**src/rtl/regbank_write_arbiter.sv**
```systemverilog
// regbank_write_arbiter: round-robin owner of the nRegBank write port.
// Define REGARB_CLEAR_EN to build the zero-all-registers clear sequencer.
module regbank_write_arbiter #(
  parameter int N = 32,
  parameter int M = 32
) (
  input  logic                 clk,
  input  logic                 rst,
  input  logic                 req0_valid,
  input  logic [$clog2(M)-1:0] req0_reg,
  input  logic [N-1:0]         req0_data,
  output logic                 req0_ready,
  input  logic                 req1_valid,
  input  logic [$clog2(M)-1:0] req1_reg,
  input  logic [N-1:0]         req1_data,
  output logic                 req1_ready,
  input  logic                 clear_req,
  output logic                 busy,
  output logic                 clear_done,
  output logic [N-1:0]         Wdata,
  output logic [$clog2(M)-1:0] Wreg,
  output logic                 RegWrite
);

  localparam int IW = $clog2(M);

  typedef enum logic {
    ARB,
    CLEAR
  } state_t;

  state_t        state_q, state_d;
  logic          ptr_q, ptr_d;
  logic [N-1:0]  wdata_q, wdata_d;
  logic [IW-1:0] wreg_q, wreg_d;
  logic          we_q, we_d;
  logic          clr_acc;
  logic          hs0, hs1;

`ifdef REGARB_CLEAR_EN
  logic [IW-1:0] cnt_q, cnt_d;
  logic          last;

  assign last       = (cnt_q == IW'(M - 1));
  assign clr_acc    = (state_q == ARB) & clear_req;
  assign busy       = (state_q == CLEAR);
  assign clear_done = busy & last;
`else
  logic unused_clear;

  assign unused_clear = clear_req;
  assign clr_acc      = 1'b0;
  assign busy         = 1'b0;
  assign clear_done   = 1'b0;
`endif

  // grant: sole valid requester wins, ptr breaks ties, clear masks both
  always_comb begin
    req0_ready = 1'b0;
    req1_ready = 1'b0;
    if (state_q == ARB && !clr_acc) begin
      unique case (1'b1)
        req0_valid & req1_valid: begin
          req0_ready = ~ptr_q;
          req1_ready = ptr_q;
        end
        req0_valid & ~req1_valid: req0_ready = 1'b1;
        ~req0_valid & req1_valid: req1_ready = 1'b1;
        default: ;
      endcase
    end
  end

  assign hs0 = req0_valid & req0_ready;
  assign hs1 = req1_valid & req1_ready;

  // next state, pointer and registered bank-write fields
  always_comb begin
    state_d = state_q;
    ptr_d   = ptr_q;
    wreg_d  = wreg_q;
    wdata_d = wdata_q;
    we_d    = 1'b0;
`ifdef REGARB_CLEAR_EN
    cnt_d   = cnt_q;
`endif
    if (hs0) begin
      ptr_d   = 1'b1;
      wreg_d  = req0_reg;
      wdata_d = req0_data;
      we_d    = (req0_reg != '0);
    end else if (hs1) begin
      ptr_d   = 1'b0;
      wreg_d  = req1_reg;
      wdata_d = req1_data;
      we_d    = (req1_reg != '0);
    end
`ifdef REGARB_CLEAR_EN
    if (clr_acc) begin
      state_d = CLEAR;
      cnt_d   = '0;
      wreg_d  = '0;
      wdata_d = '0;
      we_d    = 1'b1;
    end else if (state_q == CLEAR) begin
      if (last) begin
        state_d = ARB;
      end else begin
        cnt_d  = cnt_q + 1'b1;
        wreg_d = cnt_q + 1'b1;
        we_d   = 1'b1;
      end
    end
`endif
  end

  // state register; reset aborts any clear in flight
  always_ff @(posedge clk or posedge rst) begin
    if (rst) begin
      state_q <= ARB;
      ptr_q   <= 1'b0;
      wreg_q  <= '0;
      wdata_q <= '0;
      we_q    <= 1'b0;
`ifdef REGARB_CLEAR_EN
      cnt_q   <= '0;
`endif
    end else begin
      state_q <= state_d;
      ptr_q   <= ptr_d;
      wreg_q  <= wreg_d;
      wdata_q <= wdata_d;
      we_q    <= we_d;
`ifdef REGARB_CLEAR_EN
      cnt_q   <= cnt_d;
`endif
    end
  end

  assign Wreg     = wreg_q;
  assign Wdata    = wdata_q;
  assign RegWrite = we_q;

endmodule

```
**config.mk**
```make
export PLATFORM = sky130hd
export DESIGN_NAME = regbank_write_arbiter
export DESIGN_NICKNAME = d
export VERILOG_FILES = /design/src/rtl/regbank_write_arbiter.sv
export SDC_FILE = /design/constraint.sdc
export NUM_CORES = 1
export LEC_CHECK = 0
export BUFFER_PORTS_ARGS = -buffer_cell sky130_fd_sc_hd__buf_2
export CAP_MARGIN = 20
export CORE_MARGIN = 1
export CORE_UTILIZATION = 38
export DETAILED_ROUTE_END_ITERATION = 10
export PLACE_DENSITY = 0.82
export SLEW_MARGIN = 20
export SYNTH_ARGS = -nofsm -noshare
export SYNTH_HDL_FRONTEND = slang
export SYNTH_SLANG_ARGS = --single-unit
```
**constraint.sdc**
```tcl
create_clock -name clk -period 1.2 [get_ports clk]
set_input_delay 0.06 -clock clk [delete_from_list [all_inputs] [get_ports clk]]
set_output_delay 0.06 -clock clk [all_outputs]
set_load 0.02 [all_outputs]
```
Word-level counts from Yosys, hierarchy flattened
Index checks and enable logic that the tools add are counted.
{"block": "totals", "register_bits": 39, "in_bits": 79, "output_inout_bits": 42, "wordCells": 25}
{"block": "classes", "muxes": 10, "bitwise_logic": 8, "reduce_logical": 3}
{"op": "2-to-1 mux 32 bit", "n": 2}
{"op": "2-to-1 mux 5 bit", "n": 2}
{"op": "nonzero test 5 bit", "n": 2}
{"op": "bitwise AND 1 bit", "n": 5}
{"op": "2-to-1 mux 1 bit", "n": 4}
{"op": "one-hot mux 1 bit (2 select lines)", "n": 2}
{"op": "inverter 1 bit", "n": 3}
{"op": "nonzero test 2 bit", "n": 1}

Logic depth before layout (Yosys ltp)
Gate-level depths: netlist of run 1.
{"block": "depth", "word_depth": 6, "depth_mapped": 6, "ltp_nobuf": 3}

Worst setup path after synthesis of run 1
No wires, ideal clock.
{"block": "synth_path", "path_type": "register to register", "from": "reg ptr_q", "to": "reg wdata_q[0], in the netlist Wdata[0]", "setup_ns": 0.083, "arrival_time_ns": 0.985, "path_slack_ns": 0.132, "path_stages_with_launch": 5, "path_buffers": 1, "period_less_slack_ns": 1.068, "cell_sequence": "dfrtp_1 > a21boi_4 > buf_2 > nand2_1 > o21ai_0"}
{"block": "synth_via", "elab_chain_len": 4}
{"item": "start, declared", "line_no": "33", "text": "logic ptr_q, ptr_d;"}
{"item": "start signal, assigned", "line_no": "130", "text": "ptr_q <= ptr_d;"}
{"item": "inverter 1 bit *", "line_no": "64", "text": "req0_ready = ~ptr_q;"}
{"item": "one-hot mux 1 bit (2 select lines) *", "line_no": "62", "text": "unique case (1'b1)"}
{"item": "net req0_ready", "line_no": "12", "text": "output logic req0_ready,"}
{"item": "bitwise AND 1 bit *", "line_no": "74", "text": "assign hs0 = req0_valid & req0_ready;"}
{"item": "2-to-1 mux 32 bit / nonzero test 2 bit (equally long branches)"}
{"item": "end signal, assigned", "line_no": "132", "text": "wdata_q <= wdata_d;"}
{"item": "end, declared", "line_no": "34", "text": "logic [N-1:0] wdata_q, wdata_d;"}
Mark *: on every way through the listed nets, which the timed path passes. The rest lies on a longest branch.
A chain may end at the register's enable or synchronous reset.

Worst setup path in the final report of run 1
{"block": "layout_path", "from": "reg ptr_q", "to": "out req1_ready"}
{"block": "layout_via", "elab_chain_len": 1}
{"item": "one-hot mux 1 bit (2 select lines)", "line_no": "62"}
{"item": "end, declared", "line_no": "16", "text": "output logic req1_ready,"}
No other way between the ends.

==> run_results.csv, run 1 <==
group,metric,value,unit
synthesis,syn-mean-instance-area,10.54,sq um
critical_path,critical_path_buf_inv_count,2,
global_routing,grt_pass1_wl,7741,microns
route,route.detailed.drc,0,
critical_path,cp-end-kind,"primary output",
floorplan,die_x,71.88,microns
job,maxCapViolCount,0,
floorplan,floorplan.die_area,0.005167,sq mm
critical_path,crit_type,"flop to primary output",
synthesis,synth_edf_count,0,
finish,flow.area_growth_from_synthesis,61.70,%
critical_path,critical_path.top_delay_family,"flip-flops",
clock_tree,cts-htree-levels,2,
synthesis,ys_top_cells_by_count,"dfrtp_1 (39), mux2i_1 (38), nand2_1 (37), o21ai_0 (36), buf_4 (5)",
timing,fin_skew,3.526,ps
timing,layout_min_cycle_time,1264,ps
critical_path,r2r_cells,5,
finish,area.sequential,975.9,sq um
critical_path,critPathRequiredTime,1140,ps
route,wl,4928,microns
clock_tree,cts.sinks,39,
clock_tree,numCtsBuffers,5,
finish,fin_area,0.003000,sq mm
outcome,status,"finished with violations",
clock_tree,clock_latency,280,ps
route,drtAntennaViolNets,0,
pwr,p_per_area,1173,mW/mm^2
hold_path,holdCritPathClass,"primary input to flop",
global_routing,grt_overflow,0,
global_routing,antenna_found_initial,0,
synthesis,yosysSeqAreaShare,0.5260,
timing,finalCritPeriodShare,1.053,
critical_path,r2r-start,"ptr_q",
critical_path,critPathArrivalTime,1200,ps
clock_tree,cts_tree,"done",
critical_path,crit_fanout,5,
hold_path,holdPathEnd,"Wdata[14]",
floorplan,num_rows,25,
synthesis,synth_cell_type_count,15,
clock_tree,path_clk_slew,70,ps
route,wl_per_cell,12.44,microns
global_routing,grt_start_max_net_pins,37,
floorplan,core,0.004723,sq mm
finish,nNetsFinal,407,
global_routing,grt_pass1_vias,1800,
timing,max_freq,791.2,MHz
finish,layout-drive-gt1-share,0.4164,
critical_path,reg2reg_to,"Wdata[29]",
route,vias,1791,
finish,fin_util,0.6352,
synthesis,ys_warn_count,0,
timing,hold_viol,0,
finish,multi_input_area,767.0,sq um
pwr,power.leakage,1.585,nW
floorplan,die_h,71.88,microns
route,drtIter0Drc,84,
synthesis,ys_top_cells_by_area,"dfrtp_1 (53%), mux2i_1 (20%), o21ai_0 (9.7%), nand2_1 (7.5%), buf_4 (2.0%)",
synthesis,ys.flop_type,"dfrtp_1",
floorplan,io_pins,121,
timing,rsz0062_at_grt,"true",
pwr,ir_worst_vdd,0.0007552,V
outcome,violations,"setup timing",
placed_design,hpwl,3138,microns
hold_path,min_from,"req0_data[14]",
hold_path,whs_path_depth,3,
synthesis,yosysTopAreaCellShare,0.5260,
timing,final_max_slew_viol_count,0,
placed_design,dpl-instance-area,0.002502,sq mm
finish,fill_cells,383,
critical_path,worstPathCellList,"a21boi_4 -> buf_12 -> nor2b_1 -> buf_4",
clock_tree,cts_max_path_buffers,2,
synthesis,syn_area,0.001856,sq mm
global_routing,grt.total_usage,0.1981,
timing,finalSetupViolCount,16,
floorplan,start_util,0.3928,
finish,num_antenna_cells,0,
placed_design,portBuffers,117,
timing,fin_ws,-63.86,ps
synthesis,ys_ff_latch,39,
route,vias_per_cell,4.523,
synthesis,yosysMostFrequentCell,"dfrtp_1",
critical_path,cpPeakStageDelay,410,ps
synthesis,synth_top_area_cell,"dfrtp_1",
route,drt_pre_antenna_iters,4,
critical_path,cp_slowest_cell,"dfrtp_1",
critical_path,critPathLaunchType,"flop",
critical_path,ff2ff_setup_slack,-60,ps
clock_tree,root_buffer,"clkbuf_8",
placed_design,globalplace.congestion,0.6801,
synthesis,netlist_instances,176,
synthesis,async_flop_share,1.000,
report_power, final:
| group | total, mW | switching [mW] | internal [mW] |
|---|---|---|---|
| logic | 1.02 | 0.542 | 0.478 |
| clock network | 0.935 | 0.411 | 0.524 |
| registers | 1.56 | 0.0856 | 1.48 |
through the flow:
| stage | setup WS (ps) | hold slack (ps) | TNS [ps] | total power, mW | std cells |
|---|---|---|---|---|---|
| after global routing | -142.8 | 3.800 | -3031 | 3.724 | 396 |
| final | -63.86 | 4.865 | -712.9 | 3.518 | 396 |
| after global placement | 87.99 | 113.9 | 0 | 2.443 | 352 |
| after CTS | -76.59 | 0.6217 | -819.8 | 3.556 | 396 |
| after detailed placement | 60.70 | 129.3 | 0 | 2.471 | 352 |
| after floorplan | 131.9 | 176.8 | 0 | 2.110 | 177 |
how the worst max path moves through the flow:
| stage | from | end | cells after the start |
|---|---|---|---|
| 5_1_grt | ptr_q | Wreg[0] | 5 |
| 3_3_place_gp | ptr_q | req1_ready | 4 |
| 6_report | ptr_q | req1_ready | 4 |
| 3_5_place_dp | ptr_q | Wdata[0] | 3 |
| 4_1_cts | ptr_q | req1_ready | 4 |
| 2_1_floorplan | ptr_q | Wdata[0] | 4 |
cells in the final DEF (no fill, tap or decap), types with 3 or more instances in the layout:
| cell type | n |
|---|---|
| buf_12 | 3 |
| o21ai_0 | 34 |
| buf_2 | 116 |
| clkbuf_8 | 7 |
| dlygate4sd3_1 | 30 |
| mux2i_1 | 38 |
| nand2_1 | 37 |
| dfrtp_1 | 39 |
| o21ai_1 | 6 |
| buf_4 | 8 |
metal layers:
| metal | vias to the layer above | global-route usage | share of wire |
|---|---|---|---|
| li1 | 902 | - | - |
| met1 | 810 | 0.2175 | 0.40 |
| met2 | 71 | 0.3732 | 0.53 |
| met3 | 8 | 0.04079 | 0.052 |
| met4 | 0 | 0.07407 | 0.014 |
| met5 | - | 0 | 0 |
state kept, by name, indices dropped and copies added, names as in the netlist:
signal / flops
ptr_q: 1
Wreg: 5
Wdata: 32
RegWrite: 1
worst register-to-register path: stages, from the launching register on:
cell	delay, ps
dfrtp_1	410
a21boi_4	200
buf_4	160
bufbuf_16	280
nand2_1	60
o21ai_0	70
logic make-up after synthesis:
family          Yosys count  synth area share
compound gates           41            0.1180
simple gates             40           0.08631
flops                    39            0.5260
mux                      38            0.2050
buf+inv                  17           0.06271
other cells               1          0.002021
layout make-up:
type | count | share of cell area
multi-input combinational | 121 | 0.2556
inverter | 2 | 0.002502
sequential | 39 | 0.3253
clock buffer | 8 | 0.03336
timing repair buffer | 159 | 0.3553
tap | 67 | 0.02794
repair_timing:
| item | 4_1_cts | 5_1_grt |
|---|---|---|
| cloned | 2 | 0 |
| pin swaps | 1 | 0 |
| endpoints found under the setup margin | 2 | 37 |
| buffers inserted | 4 | 0 |
| hold buffers | 30 | 0 |
| hold endpoints to repair | 68 | 0 |
| gates resized for setup | 0 | 3 |
No activity file was read; power rests on OpenSTA's default activity.
==> run 2: changes to the inputs <==
--- a/config.mk
+++ b/config.mk
@@ -7,10 +7,12 @@
 export LEC_CHECK = 0
 export BUFFER_PORTS_ARGS = -buffer_cell sky130_fd_sc_hd__buf_2
 export CAP_MARGIN = 20
+export CELL_PAD_IN_SITES_DETAIL_PLACEMENT = 0
+export CELL_PAD_IN_SITES_GLOBAL_PLACEMENT = 2
 export CORE_MARGIN = 1
-export CORE_UTILIZATION = 38
+export CORE_UTILIZATION = 23
 export DETAILED_ROUTE_END_ITERATION = 10
-export PLACE_DENSITY = 0.82
+export PLACE_DENSITY = 0.88
 export SLEW_MARGIN = 20
 export SYNTH_ARGS = -nofsm -noshare
 export SYNTH_HDL_FRONTEND = slang
==> run 2 against run 1 <==
Net effect: the flow still finishes with violations (setup timing); first-iteration DRC count fell by 68%; critical endpoint unchanged; global-route usage down 6.4 points; critical path depth stayed put; clock power rose by 39%.
==> run_results.csv, run 2 (synthesis gave the netlist of run 1 again) <==
group,metric,value,unit
floorplan,core,0.007767,sq mm
finish,nNetsFinal,418,
global_routing,global_route.usage.met1,0.1685,
timing,layout_min_cycle_time,1257,ps
route,drt_pre_antenna_iters,4,
timing,max_freq,795.2,MHz
timing,fin_skew,9.075,ps
timing,fin_ws,-57.49,ps
global_routing,grt_start_max_net_pins,40,
clock_tree,cts-htree-levels,2,
floorplan,start_util,0.2389,
critical_path,critical_path_buf_inv_count,2,
pwr,power.leakage,1.654,nW
finish,final_cell_mix,"buf_2 (116), dfrtp_1 (39), dlygate4sd3_1 (39)",
timing,hold_viol,0,
floorplan,floorplan.die_area,0.008431,sq mm
critical_path,crit_type,"flop to primary output",
pwr,p_per_area,1221,mW/mm^2
critical_path,cp_slowest_cell,"dfrtp_1",
placed_design,globalplace.congestion,0.6914,
clock_tree,root_buffer,"clkbuf_8",
global_routing,grt_pass1_wl,8763,microns
clock_tree,path_clk_slew,80,ps
critical_path,worstPathCellList,"a21boi_4 -> buf_12 -> nor2b_4 -> buf_6",
placed_design,hpwl,3308,microns
finish,mostFrequentLayoutCell,"buf_2",
timing,rsz0062_at_grt,"true",
critical_path,crit_fanout,4,
critical_path,critPathArrivalTime,1200,ps
timing,finalSetupViolCount,27,
placed_design,pre_cts_slack,46.49,ps
floorplan,die_h,91.82,microns
route,drtAntennaViolNets,0,
critical_path,crit_start,"ptr_q",
hold_path,min_from,"req1_data[17]",
hold_path,holdCritPathClass,"primary input to flop",
outcome,status,"finished with violations",
finish,fin_util,0.4143,
floorplan,num_rows,32,
clock_tree,cts_max_path_buffers,2,
finish,layout-drive-gt1-share,0.4118,
critical_path,cp-end-kind,"primary output",
finish,largest_reg_flops,32,
critical_path,critPathLaunchType,"flop",
timing,fin_hold_ws,47.76,ps
floorplan,io_pins,121,
global_routing,grt_overflow,0,
route,vias_per_cell,4.122,
route,route.detailed.drc,0,
pwr,ir_worst_vdd,0.0005368,V
global_routing,met2_usage,0.2293,
critical_path,critPathRequiredTime,1140,ps
global_routing,grtUsageMet3,0.03566,
placed_design,portBuffers,117,
critical_path,cpPeakStageDelay,410,ps
global_routing,grt.total_usage,0.1341,
finish,flow.area_growth_from_synthesis,73.43,%
timing,finalCritPeriodShare,1.048,
timing,final_max_slew_viol_count,0,
route,drtIter0Drc,27,
pwr,total_power,3.930,mW
critical_path,r2r-start,"ptr_q",
route,wl,5612,microns
job,maxCapViolCount,0,
finish,num_antenna_cells,0,
clock_tree,numCtsBuffers,5,
route,wl_per_cell,12.70,microns
clock_tree,cts.sinks,39,
clock_tree,cts_tree,"done",
global_routing,grt_pass1_vias,1859,
outcome,violations,"setup timing",
route,vias,1822,
critical_path,critical_path.top_delay_family,"flip-flops",
global_routing,antenna_found_initial,0,
clock_tree,clock_latency,290,ps
global_routing,busiest_layer,"met2",
floorplan,die_x,91.82,microns
-- run 2: cell types whose count changed in the layout (fill, tap and decap cells not counted), moves of 2 or more --
cell / before / now
bufinv_16: 0 / 2
o21ai_1: 6 / 4
o21ai_0: 34 / 36
clkbuf_8: 7 / 5
dlygate4sd3_1: 30 / 39
-- run 2: area by class of cell --
class	count	area [sq um]
clock buffer	6	72.57
clock inverter	2	60.06
fill	779	4549
inverter	2	7.507
multi-input combinational	121	774.5
sequential	39	975.9
tap	102	127.6
timing repair buffer	170	1200
-- run 2: worst paths after layout --
path / endpoint / slack [ps] / cells past startpoint
min in group asynchronous: Wdata[12] / 370 / 4
worst min register to register: Wdata[8] / 560 / 2
worst max-delay path: req1_ready / -60 / 4
worst max register to register: Wreg[0] / -20 / 5
max in group asynchronous: Wdata[3] / 640 / 4
worst min-delay path: Wdata[17] / 50 / 3
-- run 2: stage by stage --
step / std cells / setup TNS [ps] / area [sq um]
after global routing: 442 / -3207 / 3218
final: 442 / -304.5 / 3218
after global placement: 386 / 0 / 2551
after floorplan: 177 / 0 / 1859
after detailed placement: 386 / 0 / 2551
after CTS: 440 / -125.3 / 3172
-- run 2: worst register-to-register path, cell delays in order (launching register included) --
cell and delay (ps):
dfrtp_1 410, a21boi_4 210, buf_4 140, bufbuf_16 260, nand2_1 60, o21ai_0 60
-- run 2: power breakdown --
part	total (mW)	internal (mW)	switching (mW)
Sequential	1.56	1.48	0.0805
Clock	1.30	0.832	0.464
Combinational	1.08	0.516	0.563
Total	3.93	2.82	1.11
-- run 2: per-layer routing --
metal	wire, microns	part of all wire
met5	0	0
met4	54	0.0096
met3	402	0.072
met2	2546	0.45
met1	2609	0.46
-- run 2: repair_timing --
item	4_1_cts	5_1_grt
pin swaps	1	1
hold endpoints to repair	77	0
hold buffers	39	0
gates cloned	2	1
endpoints found under the setup margin	2	38
setup buffers	5	1
gates resized for setup	1	4
==> run 3: changes to the inputs <==
--- a/config.mk
+++ b/config.mk
@@ -13,6 +13,7 @@
 export CORE_UTILIZATION = 23
 export DETAILED_ROUTE_END_ITERATION = 10
 export PLACE_DENSITY = 0.88
+export RECOVER_POWER = 50
 export SLEW_MARGIN = 20
 export SYNTH_ARGS = -nofsm -noshare
 export SYNTH_HDL_FRONTEND = slang
==> constraint.sdc (replaced) <==
create_clock -name clk -period 1.3 [get_ports clk]
set_input_delay 0.065 -clock clk [delete_from_list [all_inputs] [get_ports clk]]
set_output_delay 0.065 -clock clk [all_outputs]
set_load 0.02 [all_outputs]
==> run 3 against run 2 <==
Net effect: the run now ends clean; via count is 1.2% higher; power is 20% lower; critical path depth is 1 higher; setup slack better by 96 ps; register-to-register slack better by 90 ps; design area is 5.1% lower; critical path type is now primary input to flop; combinational power is 13% lower; sequential power is 8% lower; clock skew is 4.4 ps lower; sequential share of layout area is 1.6 points higher; non-clock buffer count is 7 lower; final cell count is 2.0% lower.
==> run_results.csv, run 3 (synthesis gave the netlist of run 1 again) <==
group,metric,value,unit
route,drtAntennaViolNets,0,
timing,final_max_slew_viol_count,0,
critical_path,cp_slowest_cell,"dlygate4sd3_1",
timing,fin_ws,38.14,ps
floorplan,die_h,91.82,microns
global_routing,grt.total_usage,0.1253,
critical_path,cpPeakStageDelay,520,ps
clock_tree,cts_max_path_buffers,2,
job,maxCapViolCount,0,
timing,fin_tns_setup,0,ps
hold_path,holdCritPathClass,"primary input to flop",
critical_path,worstPathCellList,"dlygate4sd3_1 -> buf_2 -> or4_4 -> o21ai_2 -> o21ai_1",
floorplan,start_util,0.2389,
global_routing,met2_usage,0.2080,
route,drt_pre_antenna_iters,4,
pwr,total_power,3.125,mW
finish,largest_reg_flops,32,
clock_tree,numCtsBuffers,5,
placed_design,portBuffers,117,
floorplan,io_pins,121,
route,drtIter0Drc,53,
finish,num_antenna_cells,0,
clock_tree,cts.sinks,39,
pwr,p_per_area,1023,mW/mm^2
route,vias,1843,
global_routing,busiest_layer,"met2",
timing,maxSlewHeadroom,0.6349,
clock_tree,root_buffer,"clkbuf_8",
route,wl,5287,microns
route,wl_per_cell,12.21,microns
outcome,status,"complete, no violations",
clock_tree,cts-htree-levels,2,
route,route.detailed.drc,0,
finish,multi_input_area,782.0,sq um
finish,fin_cells,433,
floorplan,num_rows,32,
global_routing,grtUsageMet3,0.03317,
timing,finalCritPeriodShare,0.9707,
global_routing,grt_pass1_vias,1772,
timing,fin_skew,4.664,ps
floorplan,floorplan.die_area,0.008431,sq mm
timing,fin_hold_ws,12.97,ps
global_routing,grt_start_max_net_pins,40,
finish,fin_util,0.3932,
timing,rsz0062_at_grt,"true",
critical_path,critPathArrivalTime,1430,ps
pwr,intPower,2.153,mW
placed_design,dp.cells,386,
critical_path,cp-end-kind,"flop",
pwr,power.leakage,1.541,nW
finish,mostFrequentLayoutCell,"buf_2",
finish,fin_area,0.003054,sq mm
timing,tightest_slew,547.6,ps
global_routing,grt_overflow,0,
pwr,switchingPower,0.9723,mW
timing,hold_viol,0,
clock_tree,cts_tree,"done",
finish,flow.area_growth_from_synthesis,64.60,%
global_routing,global_route.usage.met1,0.1636,
clock_tree,path_clk_slew,70,ps
timing,max_freq,792.5,MHz
floorplan,die_x,91.82,microns
pwr,p_sw_frac,0.3111,
placed_design,globalplace.congestion,0.6676,
critical_path,crit_type,"primary input to flop",
pwr,clkPwrFrac,0.238,
critical_path,critical_path_buf_inv_count,2,
critical_path,crit_fanout,2,
pwr,combPwrFrac,0.302,
placed_design,dpl-instance-area,0.002551,sq mm
clock_tree,clock_latency,280,ps
timing,layout_min_cycle_time,1262,ps
global_routing,antenna_found_initial,0,
critical_path,critical_path.top_delay_family,"buffers and inverters",
critical_path,critPathLaunchType,"primary input",
global_routing,grt_pass1_wl,8349,microns
timing,finalSetupViolCount,0,
finish,nNetsFinal,411,
route,vias_per_cell,4.256,
floorplan,core,0.007767,sq mm
finish,final_cell_mix,"buf_2 (101), dfrtp_1 (39), mux2i_1 (38)",
placed_design,hpwl,3281,microns
finish,layout-drive-gt1-share,0.3686,
placed_design,pre_cts_slack,155.4,ps
pwr,ir_worst_vdd,0.0004203,V
pwr,seq_power_share,0.460,
finish,area.sequential,975.9,sq um
finish,fill_cells,794,
critical_path,critPathRequiredTime,1470,ps
-- run 3: timing repair --
action,4_1_cts,5_1_grt
resized for setup,0,8
cloned,2,0
endpoints found under the setup margin,2,18
hold buffers,35,0
pin swaps,1,2
endpoints found under the hold margin,73,0
setup buffers,4,0
-- run 3: final timing paths --
| check | depth (start not counted) | to | slack [ps] | start |
|---|---|---|---|---|
| setup reg to reg | 4 | Wdata[16] | 70 | ptr_q |
| setup / recovery | 5 | RegWrite | 40 | req0_reg[1] |
| hold / removal | 3 | Wdata[16] | 10 | req0_data[16] |
| hold reg to reg | 2 | Wdata[17] | 560 | Wdata[17] |
| min in group asynchronous | 4 | Wdata[5] | 490 | rst |
| max in group asynchronous | 4 | Wdata[17] | 420 | rst |
-- run 3: power groups by stage --
stage	Combinational (mW)	Clock [mW]	Sequential [mW]
3_5_place_dp	0.830	0	1.46
6_report	0.944	0.743	1.44
3_3_place_gp	0.821	0	1.46
4_1_cts	0.970	0.791	1.44
2_1_floorplan	0.299	0	1.65
5_1_grt	1.03	0.846	1.46
-- run 3: tightest hold or removal path: cells and delay by family --
kind | cells | cell delay [ps]
buf+inv | 1 | 70
simple gates | 1 | 30
compound gates | 1 | 70
-- run 3: cell type report --
cell class	instances	area share
repair buffers	163	0.3564
inverters	2	0.002458
flip-flops and latches	39	0.3195
clock buffers	6	0.02376
well taps	102	0.04179
multi-input cells	121	0.2560
-- run 3: layer usage --
layer / up-vias / part of all wire
met1: 843 / 0.46
met3: 5 / 0.083
li1: 909 / -
met4: 0 / 0.0079
met2: 86 / 0.45
met5: - / 0
